===== src/rtl/id_ex_alu_issue_if.sv =====
// ID -> EX issue bus for id_ex_alu_issue: upstream handshake, decoded fields and the
// registered ALU operand/op bundle handed to EX.
interface id_ex_alu_issue_if #(
    parameter int unsigned DATA_W = 32,
    parameter int unsigned REG_W  = 5
);
    logic              flush;
    logic              in_valid;
    logic              in_ready;
    logic [DATA_W-1:0] rs_data;
    logic [DATA_W-1:0] rt_data;
    logic [DATA_W-1:0] imm;
    logic              alu_src;
    logic [1:0]        alu_main_op;
    logic [5:0]        funct;
    logic [REG_W-1:0]  wr_reg;
    logic [4:0]        ctl_in;
    logic              out_valid;
    logic              out_ready;
    logic [DATA_W-1:0] alu_in0;
    logic [DATA_W-1:0] alu_in1;
    logic [3:0]        alu_op;
    logic [REG_W-1:0]  wr_reg_out;
    logic [4:0]        ctl_out;
    logic              illegal;

    // Driver side (ID stage plus EX consumer).
    modport master (
        output flush, in_valid, rs_data, rt_data, imm, alu_src, alu_main_op, funct,
               wr_reg, ctl_in, out_ready,
        input  in_ready, out_valid, alu_in0, alu_in1, alu_op, wr_reg_out, ctl_out, illegal
    );

    // The ID/EX stage itself.
    modport slave (
        input  flush, in_valid, rs_data, rt_data, imm, alu_src, alu_main_op, funct,
               wr_reg, ctl_in, out_ready,
        output in_ready, out_valid, alu_in0, alu_in1, alu_op, wr_reg_out, ctl_out, illegal
    );
endinterface


===== src/rtl/id_ex_alu_issue.sv =====
// ID/EX register stage: decodes ALUOp/funct into a 4-bit ALU op and registers the operand pair.
// Optional feature: define ID_EX_SKID_EN for a second (skid) entry with a registered in_ready.
module id_ex_alu_issue #(
    parameter int unsigned DATA_W = 32,
    parameter int unsigned REG_W  = 5
) (
    input logic                clk,
    input logic                rst,
    id_ex_alu_issue_if.slave   bus
);
    typedef struct packed {
        logic [DATA_W-1:0] in0;
        logic [DATA_W-1:0] in1;
        logic [3:0]        op;
        logic [REG_W-1:0]  wr;
        logic [4:0]        ctl;
        logic              ill;
    } entry_t;

    entry_t dec;
    entry_t out_q;
    logic   out_valid_q;
    logic   take;
    logic   drain;

    // Decode of the instruction currently offered by ID.
    always_comb begin
        dec     = '0;
        dec.in0 = bus.rs_data;
        dec.in1 = bus.alu_src ? bus.imm : bus.rt_data;
        dec.wr  = bus.wr_reg;
        dec.ctl = bus.ctl_in;
        dec.op  = 4'b0010;
        dec.ill = 1'b0;
        case (bus.alu_main_op)
            2'b00: dec.op = 4'b0010;
            2'b01: dec.op = 4'b0110;
            2'b11: dec.op = 4'b0001;
            default: begin
                case (bus.funct)
                    6'b100000: dec.op = 4'b0010;
                    6'b100010: dec.op = 4'b0110;
                    6'b100100: dec.op = 4'b0000;
                    6'b100101: dec.op = 4'b0001;
                    6'b101010: dec.op = 4'b0111;
                    6'b100111: dec.op = 4'b1100;
                    default: begin
                        // Unknown funct must not write back; the rest of ctl is left alone.
                        dec.op     = 4'b0010;
                        dec.ill    = 1'b1;
                        dec.ctl[4] = 1'b0;
                    end
                endcase
            end
        endcase
    end

    assign take  = bus.in_valid && bus.in_ready;
    assign drain = out_valid_q && bus.out_ready;

`ifdef ID_EX_SKID_EN
    entry_t skid_q;
    logic   skid_valid_q;

    // in_ready comes straight from the skid-occupancy flop, never from out_ready.
    assign bus.in_ready = !skid_valid_q && !rst;

    // Output entry plus one skid entry; skid always drains into the output first.
    always_ff @(posedge clk) begin
        if (rst) begin
            out_valid_q  <= 1'b0;
            out_q        <= '0;
            skid_valid_q <= 1'b0;
            skid_q       <= '0;
        end else if (bus.flush) begin
            out_valid_q  <= 1'b0;
            out_q.ctl    <= '0;
            out_q.ill    <= 1'b0;
            skid_valid_q <= 1'b0;
        end else if (!out_valid_q) begin
            if (take) begin
                out_valid_q <= 1'b1;
                out_q       <= dec;
            end
        end else if (drain) begin
            if (skid_valid_q) begin
                out_q        <= skid_q;
                skid_valid_q <= 1'b0;
            end else if (take) begin
                out_q <= dec;
            end else begin
                out_valid_q <= 1'b0;
                out_q.ctl   <= '0;
                out_q.ill   <= 1'b0;
            end
        end else if (take) begin
            skid_q       <= dec;
            skid_valid_q <= 1'b1;
        end
    end
`else
    assign bus.in_ready = !rst && (!out_valid_q || bus.out_ready);

    // Single entry: load on accept, release on drain; ctl/illegal are cleared when empty.
    always_ff @(posedge clk) begin
        if (rst) begin
            out_valid_q <= 1'b0;
            out_q       <= '0;
        end else if (bus.flush) begin
            out_valid_q <= 1'b0;
            out_q.ctl   <= '0;
            out_q.ill   <= 1'b0;
        end else if (take) begin
            out_valid_q <= 1'b1;
            out_q       <= dec;
        end else if (drain) begin
            out_valid_q <= 1'b0;
            out_q.ctl   <= '0;
            out_q.ill   <= 1'b0;
        end
    end
`endif

    assign bus.out_valid  = out_valid_q;
    assign bus.alu_in0    = out_q.in0;
    assign bus.alu_in1    = out_q.in1;
    assign bus.alu_op     = out_q.op;
    assign bus.wr_reg_out = out_q.wr;
    assign bus.ctl_out    = out_q.ctl;
    assign bus.illegal    = out_q.ill;
endmodule


===== src/flat_wrapper.sv =====
// flat-port wrapper written by rule: the top's interface ports become plain ports
module id_ex_alu_issue_flat 
#(
    parameter int unsigned DATA_W = 32,
    parameter int unsigned REG_W  = 5
)
  (clk, rst, bus_flush, bus_in_valid, bus_rs_data, bus_rt_data, bus_imm, bus_alu_src, bus_alu_main_op, bus_funct, bus_wr_reg, bus_ctl_in, bus_out_ready, bus_in_ready, bus_out_valid, bus_alu_in0, bus_alu_in1, bus_alu_op, bus_wr_reg_out, bus_ctl_out, bus_illegal);
  id_ex_alu_issue_if #(.DATA_W(DATA_W), .REG_W(REG_W)) bus_i ();
  input logic clk;
  input logic rst;
  input wire logic [$bits(bus_i.flush)-1:0] bus_flush;
  input wire logic [$bits(bus_i.in_valid)-1:0] bus_in_valid;
  input wire logic [$bits(bus_i.rs_data)-1:0] bus_rs_data;
  input wire logic [$bits(bus_i.rt_data)-1:0] bus_rt_data;
  input wire logic [$bits(bus_i.imm)-1:0] bus_imm;
  input wire logic [$bits(bus_i.alu_src)-1:0] bus_alu_src;
  input wire logic [$bits(bus_i.alu_main_op)-1:0] bus_alu_main_op;
  input wire logic [$bits(bus_i.funct)-1:0] bus_funct;
  input wire logic [$bits(bus_i.wr_reg)-1:0] bus_wr_reg;
  input wire logic [$bits(bus_i.ctl_in)-1:0] bus_ctl_in;
  input wire logic [$bits(bus_i.out_ready)-1:0] bus_out_ready;
  output wire logic [$bits(bus_i.in_ready)-1:0] bus_in_ready;
  output wire logic [$bits(bus_i.out_valid)-1:0] bus_out_valid;
  output wire logic [$bits(bus_i.alu_in0)-1:0] bus_alu_in0;
  output wire logic [$bits(bus_i.alu_in1)-1:0] bus_alu_in1;
  output wire logic [$bits(bus_i.alu_op)-1:0] bus_alu_op;
  output wire logic [$bits(bus_i.wr_reg_out)-1:0] bus_wr_reg_out;
  output wire logic [$bits(bus_i.ctl_out)-1:0] bus_ctl_out;
  output wire logic [$bits(bus_i.illegal)-1:0] bus_illegal;
  assign bus_i.flush = bus_flush;
  assign bus_i.in_valid = bus_in_valid;
  assign bus_i.rs_data = bus_rs_data;
  assign bus_i.rt_data = bus_rt_data;
  assign bus_i.imm = bus_imm;
  assign bus_i.alu_src = bus_alu_src;
  assign bus_i.alu_main_op = bus_alu_main_op;
  assign bus_i.funct = bus_funct;
  assign bus_i.wr_reg = bus_wr_reg;
  assign bus_i.ctl_in = bus_ctl_in;
  assign bus_i.out_ready = bus_out_ready;
  assign bus_in_ready = bus_i.in_ready;
  assign bus_out_valid = bus_i.out_valid;
  assign bus_alu_in0 = bus_i.alu_in0;
  assign bus_alu_in1 = bus_i.alu_in1;
  assign bus_alu_op = bus_i.alu_op;
  assign bus_wr_reg_out = bus_i.wr_reg_out;
  assign bus_ctl_out = bus_i.ctl_out;
  assign bus_illegal = bus_i.illegal;
  id_ex_alu_issue #(.DATA_W(DATA_W), .REG_W(REG_W)) u_core (.clk(clk), .rst(rst), .bus(bus_i));
endmodule

===== config.mk =====
export PLATFORM = sky130hd
export DESIGN_NAME = id_ex_alu_issue_flat
export DESIGN_NICKNAME = d
export VERILOG_FILES = /design/src/rtl/id_ex_alu_issue_if.sv /design/src/rtl/id_ex_alu_issue.sv /design/src/flat_wrapper.sv
export SDC_FILE = /design/constraint.sdc
export NUM_CORES = 1
export LEC_CHECK = 0
export CAP_MARGIN = 10
export CORE_MARGIN = 2
export CORE_UTILIZATION = 36
export DETAILED_ROUTE_END_ITERATION = 6
export PLACE_DENSITY = 0.77
export SYNTH_ARGS = -nofsm -noshare
export SYNTH_HDL_FRONTEND = slang
export SYNTH_SLANG_ARGS = --single-unit

===== constraint.sdc =====
create_clock -name clk -period 1.4 [get_ports clk]
set_clock_uncertainty 0.05 [all_clocks]
set_input_delay 0.21 -clock clk [delete_from_list [all_inputs] [get_ports clk]]
set_output_delay 0.21 -clock clk [all_outputs]
set_load 0.05 [all_outputs]

Word level (Yosys, flattened, before mapping)
Index checks and enable logic that the tools add are counted.
{"block": "word_totals", "reg_bits": 80, "inputBits": 120}
{"block": "op_classes", "bitwise": 1, "mux": 11, "n_reduce_logical": 12, "n_eq_ne": 8}
{"operator": "$eq A6 B6 Y1 const B", "n": 6}
{"operator": "$mux W32", "n": 1}
{"operator": "$pmux W4 S5", "n": 1}
{"operator": "$mux W6", "n": 2}
{"operator": "$pmux W4 S3", "n": 1}
{"operator": "$mux W1", "n": 6}
{"operator": "$reduce_or A6 Y1", "n": 1}
{"operator": "$logic_and A1 B1 Y1", "n": 3}
{"operator": "$reduce_or A3 Y1", "n": 1}
{"operator": "$eq A2 B1 Y1 const B", "n": 1}
{"operator": "$eq A2 B2 Y1 const B", "n": 1}
{"operator": "$logic_not A1 Y1", "n": 2}
{"operator": "$logic_not A2 Y1", "n": 1}
{"operator": "$reduce_and A2 Y1", "n": 1}
{"operator": "$reduce_bool A2 Y1", "n": 1}
{"operator": "$reduce_or A2 Y1", "n": 1}
{"operator": "$logic_or A1 B1 Y1", "n": 1}
{"operator": "$not A1 Y1", "n": 1}

Longest topological paths before layout
Gate-level depths: netlist of run 1.
{"block": "depth", "word_depth": 5, "depth_mapped": 6, "ltp_nobuf": 3}

Worst setup path before layout of run 1
Ideal clock, no wire load.
{"block": "synth_path", "path_kind": "register -> output", "from": "reg u_core.out_valid_q (netlist: u_core.bus.out_valid)", "to": "out bus_in_ready", "t_arrival_ns": 1.754, "path_slack_ns": -0.614, "required_time_ns": 1.140, "n_path_buf": 2, "path_stages_with_launch": 5, "path_cell_list": "dfxtp_1 and2b_2 clkbuf_8 clkbuf_8 nor2_1"}
{"block": "synth_via", "elab_chain_cells": 3}
{"item": "start: declaration", "line": "id_ex_alu_issue.sv:22", "rtl": "logic out_valid_q;"}
{"item": "start signal: assignment", "line": "id_ex_alu_issue.sv:107", "rtl": "out_valid_q <= 1'b0;"}
{"item": "start signal: assignment", "line": "id_ex_alu_issue.sv:110", "rtl": "out_valid_q <= 1'b0;"}
{"item": "start signal: assignment", "line": "id_ex_alu_issue.sv:114", "rtl": "out_valid_q <= 1'b1;"}
{"item": "$logic_not A1 Y1", "line": "id_ex_alu_issue.sv:102", "rtl": "assign bus.in_ready = !rst && (!out_valid_q || bus.out_ready);"}
{"item": "$logic_or A1 B1 Y1", "line": "id_ex_alu_issue.sv:102"}
{"item": "$logic_and A1 B1 Y1", "line": "id_ex_alu_issue.sv:102"}
{"item": "end: declaration", "line": "flat_wrapper.sv:22", "rtl": "output wire logic [$bits(bus_i.in_ready)-1:0] bus_in_ready;"}
No other way between the ends.

Final worst setup path of run 1
{"block": "layout_path", "from": "reg u_core.out_valid_q (netlist: u_core.bus.out_valid)", "to": "reg u_core.out_q, in the netlist u_core.bus.alu_in1[16]"}
{"block": "layout_via", "elab_chain_cells": 5}
{"item": "$logic_not A1 Y1", "line": "id_ex_alu_issue.sv:102"}
{"item": "$logic_or A1 B1 Y1", "line": "id_ex_alu_issue.sv:102"}
{"item": "$logic_and A1 B1 Y1", "line": "id_ex_alu_issue.sv:102"}
{"item": "$logic_and A1 B1 Y1", "line": "id_ex_alu_issue.sv:58", "rtl": "assign take = bus.in_valid && bus.in_ready;"}
{"item": "$reduce_and A2 Y1 (no source line)"}
{"item": "end: declaration", "line": "id_ex_alu_issue.sv:21", "rtl": "entry_t out_q;"}
No other way between the ends.
A chain may end at the register's enable or synchronous reset.

==> results of run 1 <==
## flip-flops by register name, summed over array words and instances (netlist names)
signal and cells:
u_core.bus.illegal 1, u_core.bus.wr_reg_out 5, u_core.bus.ctl_out 5, u_core.bus.out_valid 1
u_core.bus.alu_in1 32, u_core.bus.alu_in0 32, u_core.bus.alu_op 4
## path summary, 6_finish.rpt
kind                             from                       end  slack (ps)  depth (start not counted)
max              u_core.bus.out_valid    u_core.bus.alu_in1[16]         -60                          6
min                      bus_in_valid      u_core.bus.out_valid         290                          3
max reg2reg      u_core.bus.out_valid    u_core.bus.alu_in1[16]         -60                          6
min reg2reg  u_core.bus.wr_reg_out[2]  u_core.bus.wr_reg_out[2]         460                          2
## repair_timing
action,4_1_cts,5_1_grt
resized for setup,13,63
setup buffers,6,3
pin swaps,3,3
cloned,2,7
setup endpoints to repair,10,69
## routing by layer
metal	part of all wire [%]	wire, µm	up-vias
met4	2.5	373	0
met5	0	0	-
li1	-	-	1990
met1	38	5630	2101
met3	7.2	1070	30
met2	53	7900	220
## synthesized netlist by cell type (all sizes together), types with 2 or more instances
cell type / count
buf: 38
a21oi: 41
mux2i: 34
nand4: 40
a311oi: 2
o211ai: 5
and3b: 2
nor4bb: 2
inv: 4
nand2b: 3
a31oi: 33
dfxtp: 80
a211oi: 32
nor2b: 3
nand2: 4
o31ai: 37
nor2: 6
clkbuf: 17
nand3: 6
## through the flow
step / setup TNS [ps] / utilization [%] / setup WS, ps / hold slack, ps / cells
2_1_floorplan: -86.5 / - / -86.5 / 279 / 402
3_3_place_gp: -22040 / 66.2 / -329 / 433 / 715
3_5_place_dp: -24630 / 66.2 / -412 / 448 / 715
4_1_cts: -132 / 70.1 / -64.5 / 260 / 738
5_1_grt: -3420 / 74.7 / -122 / 292 / 748
6_report: -1360 / 74.7 / -64.5 / 288 / 748
## worst max-delay path: stages (launching register included)
cell       delay (ps)
dfxtp_4           360
and2b_4           170
buf_6             130
nor3_4            230
buf_6             180
clkbuf_16         160
a211oi_2           60
## layout by cell type (no fill, tap or decap), types with 3 or more instances in the layout
| cell type | Yosys | final |
|---|---|---|
| nand4_1 | 40 | 40 |
| buf_12 | 0 | 92 |
| buf_4 | 4 | 25 |
| mux2i_1 | 34 | 34 |
| dfxtp_1 | 80 | 79 |
| nand2_1 | 4 | 4 |
| nand3_1 | 6 | 6 |
| o211ai_1 | 5 | 5 |
| o31ai_2 | 0 | 23 |
| inv_1 | 3 | 3 |
| nor2_1 | 6 | 5 |
| a31oi_1 | 33 | 33 |
| a21oi_1 | 41 | 41 |
| a211oi_2 | 0 | 28 |
| clkbuf_16 | 0 | 5 |
| clkdlybuf4s50_1 | 0 | 115 |
| buf_6 | 3 | 6 |
| clkbuf_8 | 5 | 9 |
| o31ai_1 | 37 | 12 |
## logic make-up after synthesis
kind of cell,Yosys count
simple gates,70
compound gates,159
mux,34
buf+inv,59
flops,80
## area by class of cell
type                    instances  area, µm²
fillers                       667       2610
well taps                     136        170
repair buffers                250       3470
clock buffers                  11        153
inverters                       4       15.0
clock inverters                 4       76.3
multi-input cells             263       2180
flip-flops and latches         80       1610
## power by group through the flow
stage / registers [mW] / clock network, mW / logic (mW)
floorplan: 2.78 / 0 / 0.428
global placement: 2.52 / 0 / 1.59
detailed placement: 2.52 / 0 / 1.62
CTS: 2.47 / 1.97 / 1.68
global route: 2.48 / 2.07 / 1.90
finish: 2.47 / 1.95 / 1.82
==> out/qor.txt, run 1 <==
status -> finished, violations left
violated checks -> setup timing
Remaining DRCs -> 0
most area-hungry cell type in the Yosys netlist -> dfxtp_1
TritonRoute pass-1 iters -> 5
#FFs+latches synth -> 80
M1 GR Usage -> 26.4%
DR vias/cell -> 5.80
Area growth, synth to finish -> 103%
Clock power frac -> 31.3%
hold bufs inserted after CTS -> 0
Placeable Area -> 10300 µm²
Synth Area in Compound Gates -> 28.1%
Crit Path Category -> register to register
total track usage -> 23.1%
Die W -> 107 µm
Async SR Flop Fraction -> 0%
Arr. time, crit path -> 1620 ps
fin worst setup slack -> -64.5 ps
Ports -> 201
Synthesized Nets -> 522
Root Buffer -> clkbuf_8
max_slew headroom -> 72.1%
via count of the routed design -> 4341
initial antenna violation count -> 0
CP Data Required Time -> 1550 ps
P_int -> 4.42 mW
overflow left after global routing -> 0
wire per inst -> 20.0 µm
die height -> 107 µm
GRT busiest layer -> met2
YS warnings -> 0
part of the cycle the worst path needs -> 105%
initial drt markers -> 175
area post-placement -> 6810 µm²
mapped cell area -> 3790 µm²
Comb power frac -> 29.2%
Hold Path Class -> input port to register
Antenna Nets Post-Route -> 0
average footprint of a synthesized cell -> 9.42 µm²
vias in the first global route -> 4371
site row count -> 37
CTS buffer count -> 9
initial core utilization -> 36.9%
routability congestion estimate -> 0.798
Clk pin slew, worst setup/hold paths -> 90 ps
Peak VDD IR -> 0.603 mV
Clk Latency, worst-skew pair -> 330 ps
Yosys cell types -> 36
fmax -> 683 MHz
Crit Path Max Fanout -> 5
Post-Route WL -> 15000 µm
Synth Area in Simple Gates -> 11.5%
die area -> 11400 µm²
post-synth top area share -> 42.3%
met2 GRT Util -> 41.6%
count of input and output buffers -> 200
switching share of total power -> 29.2%
HPWL after DPL -> 9540 µm
min Tclk post-route -> 1460 ps
number of flops mapped to enable cells by yosys -> 0
H-tree Lvls -> 3
Mapped Cells -> 402
max_cap viols -> 0
Final setup viols -> 35
clock tree buffer depth -> 2
switching power -> 1.82 mW
Ant. Diodes -> 0
Slew Limit Fails -> 0
Flop pwr share -> 39.6%
synth top area cells -> dfxtp_1 (42%), mux2i_1 (9.0%), o31ai_1 (7.3%)
post-synthesis sequential area ratio -> 42.3%
met3 Usage GRT -> 5.71%
slew at the pin closest to its max-slew limit -> 418 ps
largest family of logic cells by synthesized area -> compound AO/OA/AOI/OAI gates
Fin. Hold Viols -> 0
Synth Area in Adders -> 0%
largest net degree at the start of global routing -> 39
XOR/XNOR share of the synthesized area -> 0%
RSZ-0062 raised after global routing -> true
global-route wire length before repair -> 21400 µm
PD cells -> 814 nW/µm²
layout cells sized above 1 -> 34.6%
CP Launch Type -> register
mux share of post-synthesis cell area -> 8.98%
Pwr Total -> 6.25 mW
leak pwr -> 2.79 nW
nature of the critical path endpoint -> register
CTS tree -> built
Top FF cell, synth -> dfxtp_1
NumNets Final -> 728
final instance area -> 7670 µm²
clk sinks -> 80
No activity file was read; power rests on OpenSTA's default activity.
==> run 2: changes to the inputs <==
PLACE_DENSITY = 0.83   (was 0.77)
SLEW_MARGIN = 15   (was not set)
==> run 2 against run 1 <==
Against the previous run: the run still ends with setup timing left; count of clock-buffer cells in the layout down 1; global-route usage down 0.13 points; worst setup slack better by 6.2 ps; hold slack worse by 79 ps; core utilization down 3.6 points; non-clock buffer count down 9; critical path depth down 2; final cell count down 1.3%; fmax up 0.42%; combinational power down 7%; die area unchanged.
==> out/qor.txt, run 2 (synthesis gave the netlist of run 1 again) <==
status -> finished, violations left
violated checks -> setup timing
overflow left after global routing -> 0 (unchanged)
min Tclk post-route -> 1460 ps (-6.18 ps)
Arr. time, crit path -> 1200 ps (-420 ps)
Placeable Area -> 10300 µm² (unchanged)
wire per inst -> 18.4 µm (-8.2%)
DR vias/cell -> 5.73 (-1.2%)
family with the most delay on the worst path -> flip-flops
Clk Latency, worst-skew pair -> 320 ps (about the same)
clk sinks -> 80 (unchanged)
global-route wire length before repair -> 21100 µm (-1.5%)
NumNets Final -> 719 (-1.2%)
Antenna Nets Post-Route -> 0 (unchanged)
Hold Worst Slack -> 209 ps (-79.4 ps)
# fillers -> 731 (+9.6%)
CTS buffer count -> 9 (unchanged)
dpl cells -> 717 (+0.28%)
HPWL after DPL -> 9750 µm (+2.2%)
CP Cell Sequence -> and2b_4 -> buf_12 -> nor2_4 -> buf_8
commonest non-fill, non-tap cell in the layout -> clkdlybuf4s50_1
Clk pin slew, worst setup/hold paths -> 80 ps (about the same)
max_slew headroom -> 66.7% (-5.4 points)
die height -> 107 µm (unchanged)
CP Data Required Time -> 1140 ps (-410 ps)
fmax -> 686 MHz (+0.42%)
H-tree Lvls -> 3 (unchanged)
part of the cycle the worst path needs -> 104% (-0.44 points)
slew at the pin closest to its max-slew limit -> 500 ps (+81.3 ps)
Largest stage delay, worst path -> 350 ps (about the same)
most frequent cells in the layout -> clkdlybuf4s50_1 (115), buf_12 (90), dfxtp_1 (79)
die area -> 11400 µm² (unchanged)
fin worst setup slack -> -58.3 ps (+6.18 ps)
Slew Limit Fails -> 0 (unchanged)
CTS tree -> built
final core utilization -> 71.1% (-3.6 points)
total track usage -> 23.0% (-0.13 points)
TritonRoute pass-1 iters -> 5 (unchanged)
largest net degree at the start of global routing -> 50 (+28%)
count of input and output buffers -> 200 (unchanged)
initial drt markers -> 150 (-14%)
nature of the critical path endpoint -> output port
final instance area -> 7300 µm² (-4.8%)
area post-placement -> 6820 µm² (+0.22%)
vias in the first global route -> 4182 (-4.3%)
max_cap viols -> 0 (unchanged)
Die W -> 107 µm (unchanged)
Buf/Inv on CP -> 2 (-1)
Remaining DRCs -> 0 (unchanged)
CP Launch Type -> register
leak pwr -> 2.65 nW (-4.9%)
layout cells sized above 1 -> 28.7% (-5.9 points)
initial antenna violation count -> 0 (unchanged)
Crit Path Category -> register to output port
Root Buffer -> clkbuf_8
Post-Route WL -> 13600 µm (-9.4%)
routability congestion estimate -> 0.770 (-3.4%)
Hold Path Class -> input port to register
RSZ-0062 raised after global routing -> true
Peak VDD IR -> 0.505 mV (-16%)
Crit Path Max Fanout -> 4 (-1)
Ant. Diodes -> 0 (unchanged)
Area growth, synth to finish -> 92.8%
clock tree buffer depth -> 2 (unchanged)
Ports -> 201 (unchanged)
non-filler cells, final -> 738 (-1.3%)
Pwr Total -> 5.76 mW (-7.8%)
Critical-path top delay cell -> dfxtp_4
via count of the routed design -> 4230 (-2.6%)
Final setup viols -> 29 (-17%)
multi-input logic area -> 2060 µm² (-5.7%)
site row count -> 37 (unchanged)
Fin. Hold Viols -> 0 (unchanged)
register area -> 1610 µm² (unchanged)
initial core utilization -> 36.9% (unchanged)
PD cells -> 789 nW/µm² (-3.1%)
[run 2: per-stage QoR]
step	setup TNS, ps	setup WS [ps]
CTS	-215	-80.2
finish	-381	-58.3
detailed placement	-27320	-405
global placement	-24810	-350
floorplan	-86.5	-86.5
global route	-3510	-120
[run 2: path summary, 6_finish.rpt]
check,from,to,cells after the start,slack (ps)
worst max register to register,u_core.bus.out_valid,u_core.bus.alu_op[3],5,-50
worst min register to register,u_core.bus.wr_reg_out[1],u_core.bus.wr_reg_out[1],2,460
worst max-delay path,u_core.bus.out_valid,bus_in_ready,4,-60
worst min-delay path,rst,u_core.bus.alu_in0[30],3,210
[run 2: area by class of cell]
type,instances,area share [%]
clock buffer,10,1.75
timing repair buffer,241,44.9
tap,136,2.33
inverter,4,0.206
multi-input combinational,263,28.2
sequential,80,22.0
clock inverter,4,0.651
[run 2: worst register-to-register path: stages (launching register included)]
cell and delay [ps]:
dfxtp_4 350, and2b_4 170, buf_4 170, nor3_4 200
buf_12 220, mux2i_1 210
[run 2: repair_timing]
| item | CTS | global route |
|---|---|---|
| pin swaps | 1 | 1 |
| gates cloned | 1 | 1 |
| hold buffers | 0 | 0 |
| setup buffers | 4 | 1 |
| setup endpoints to repair | 27 | 74 |
| gates resized for setup | 12 | 32 |
[run 2: metal layers]
| layer | GRT usage, % | vias up | wire [µm] |
|---|---|---|---|
| met4 | 7.61 | 0 | 339 |
| met3 | 6.08 | 27 | 1050 |
| li1 | - | 1973 | - |
| met2 | 41.9 | 210 | 7030 |
| met1 | 25.9 | 2020 | 5140 |
| met5 | 0 | - | 0 |
[run 2: power by group]
group	switching, mW	internal (mW)	total [mW]
Sequential	0.108	2.37	2.47
Clock	0.798	0.801	1.60
Combinational	0.802	0.889	1.69
==> run 3: changes to the inputs <==
MAX_ROUTING_LAYER = met4   (was not set)
==> run 3 against run 2 <==
Against the previous run: hold slack about the same; via count about the same; the flow still finishes with violations (setup timing); largest cell class unchanged; non-clock buffer count unchanged; fmax down 0.19%; count of clock-buffer cells in the layout unchanged; largest power group unchanged; die area unchanged; critical path type unchanged; global-route usage up 0.62 points; worst setup slack worse by 2.8 ps; critical endpoint unchanged; register-to-register slack about the same; combinational power about the same; sequential power about the same.
==> out/qor.txt, run 3 (synthesis gave the netlist of run 1 again) <==
clock tree buffer depth -> 2 (unchanged)
Arr. time, crit path -> 1200 ps (about the same)
die area -> 11400 µm² (unchanged)
max_slew headroom -> 66.6% (-0.13 points)
TritonRoute pass-1 iters -> 4 (-1)
Pwr Total -> 5.76 mW (about the same)
Ant. Diodes -> 0 (unchanged)
global-route wire length before repair -> 21100 µm (about the same)
Root Buffer -> clkbuf_8
fmax -> 684 MHz (-0.19%)
Final setup viols -> 32 (+10%)
nature of the critical path endpoint -> output port
PD cells -> 787 nW/µm² (-0.19%)
Remaining DRCs -> 0 (unchanged)
hold path cells -> 3 (unchanged)
via count of the routed design -> 4231 (+0.024%)
initial drt markers -> 163 (+8.7%)
Placeable Area -> 10300 µm² (unchanged)
setup TNS -> -422 ps (-40.6 ps)
Clk pin slew, worst setup/hold paths -> 80 ps (about the same)
NumNets Final -> 719 (unchanged)
site row count -> 37 (unchanged)
DR vias/cell -> 5.73 (about the same)
commonest non-fill, non-tap cell in the layout -> clkdlybuf4s50_1
CTS tree -> built
min Tclk post-route -> 1460 ps (+2.75 ps)
Post-Route WL -> 13600 µm (+0.36%)
Die W -> 107 µm (unchanged)
clk sinks -> 80 (unchanged)
status -> finished, violations left
reg2reg setup slack -> -50 ps (about the same)
Ports -> 201 (unchanged)
initial antenna violation count -> 0 (unchanged)
Slew Limit Fails -> 0 (unchanged)
Peak VDD IR -> 0.506 mV (+0.20%)
CTS buffer count -> 9 (unchanged)
slew at the pin closest to its max-slew limit -> 502 ps (+1.92 ps)
part of the cycle the worst path needs -> 104% (+0.20 points)
Clk Latency, worst-skew pair -> 320 ps (about the same)
Hold Path Class -> input port to register
violated checks -> setup timing
wire per inst -> 18.4 µm (+0.36%)
Worst R2R Path Depth -> 5 (unchanged)
initial core utilization -> 36.9% (unchanged)
CP Data Required Time -> 1140 ps (about the same)
Fin. Hold Viols -> 0 (unchanged)
vias in the first global route -> 4178 (-0.096%)
total track usage -> 23.6% (+0.62 points)
Area growth, synth to finish -> 93.1%
most frequent cells in the layout -> clkdlybuf4s50_1 (115), buf_12 (90), dfxtp_1 (79)
CP Launch Type -> register
max_cap viols -> 0 (unchanged)
Antenna Nets Post-Route -> 0 (unchanged)
leak pwr -> 2.65 nW (about the same)
largest net degree at the start of global routing -> 50 (unchanged)
H-tree Lvls -> 3 (unchanged)
Crit Path Max Fanout -> 4 (unchanged)
count of input and output buffers -> 200 (unchanged)
hold bufs inserted after CTS -> 0 (unchanged)
RSZ-0062 raised after global routing -> true
fin worst setup slack -> -61.0 ps (-2.75 ps)
routability congestion estimate -> 0.781 (+1.4%)
layout cells sized above 1 -> 29.1% (+0.33 points)
overflow left after global routing -> 0 (unchanged)
Crit Path Category -> register to output port
die height -> 107 µm (unchanged)
HPWL after DPL -> 9750 µm (unchanged)
run 3: through the flow:
| step | instances | setup slack (ps) | hold slack (ps) | util (%) | instance area, µm² |
|---|---|---|---|---|---|
| floorplan | 402 | -86.5 | 279 | - | 3800 |
| finish | 738 | -61.0 | 209 | 71.2 | 7310 |
| global placement | 717 | -350 | 441 | 66.4 | 6820 |
| global route | 738 | -123 | 210 | 71.2 | 7310 |
| CTS | 736 | -80.2 | 194 | 69.1 | 7100 |
| detailed placement | 717 | -405 | 447 | 66.4 | 6820 |
run 3: report_power, final:
group          total, mW  leakage (nW)  internal, mW  switching (mW)
Sequential          2.47         0.652          2.37           0.109
Combinational       1.69          1.91         0.889           0.803
Clock               1.59        0.0880         0.801           0.793
Total               5.76          2.65          4.06            1.70
run 3: per-layer routing:
metal | up-vias | part of all wire (%) | GRT usage, % | wire length, µm
li1 | 1968 | - | - | -
met1 | 2023 | 38 | 26.8 | 5180
met2 | 209 | 52 | 41.6 | 7110
met4 | 0 | 2.5 | 7.61 | 346
met5 | - | 0 | - | 0
met3 | 31 | 7.2 | 4.92 | 981
run 3: layout make-up:
class,count,area (µm²)
timing repair buffer,241,3280
fill,728,2960
multi-input combinational,263,2070
sequential,80,1610
tap,136,170
clock buffer,10,128
clock inverter,4,47.5
inverter,4,15.0
run 3: worst paths after layout:
check / start / end
max: u_core.bus.out_valid / bus_in_ready
min: rst / u_core.bus.alu_in0[30]
max reg2reg: u_core.bus.out_valid / u_core.bus.alu_op[3]
min reg2reg: u_core.bus.alu_in0[26] / u_core.bus.alu_in0[26]
run 3: worst max-delay path, stage by stage (launching register included):
cell,delay (ps)
dfxtp_4,350
and2b_4,170
buf_12,120
nor2_4,80
buf_8,150
run 3: timing repair:
action	CTS	global route
setup buffers	4	1
setup endpoints to repair	27	74
gates resized for setup	12	33
pin swaps	1	1
gates cloned	1	1
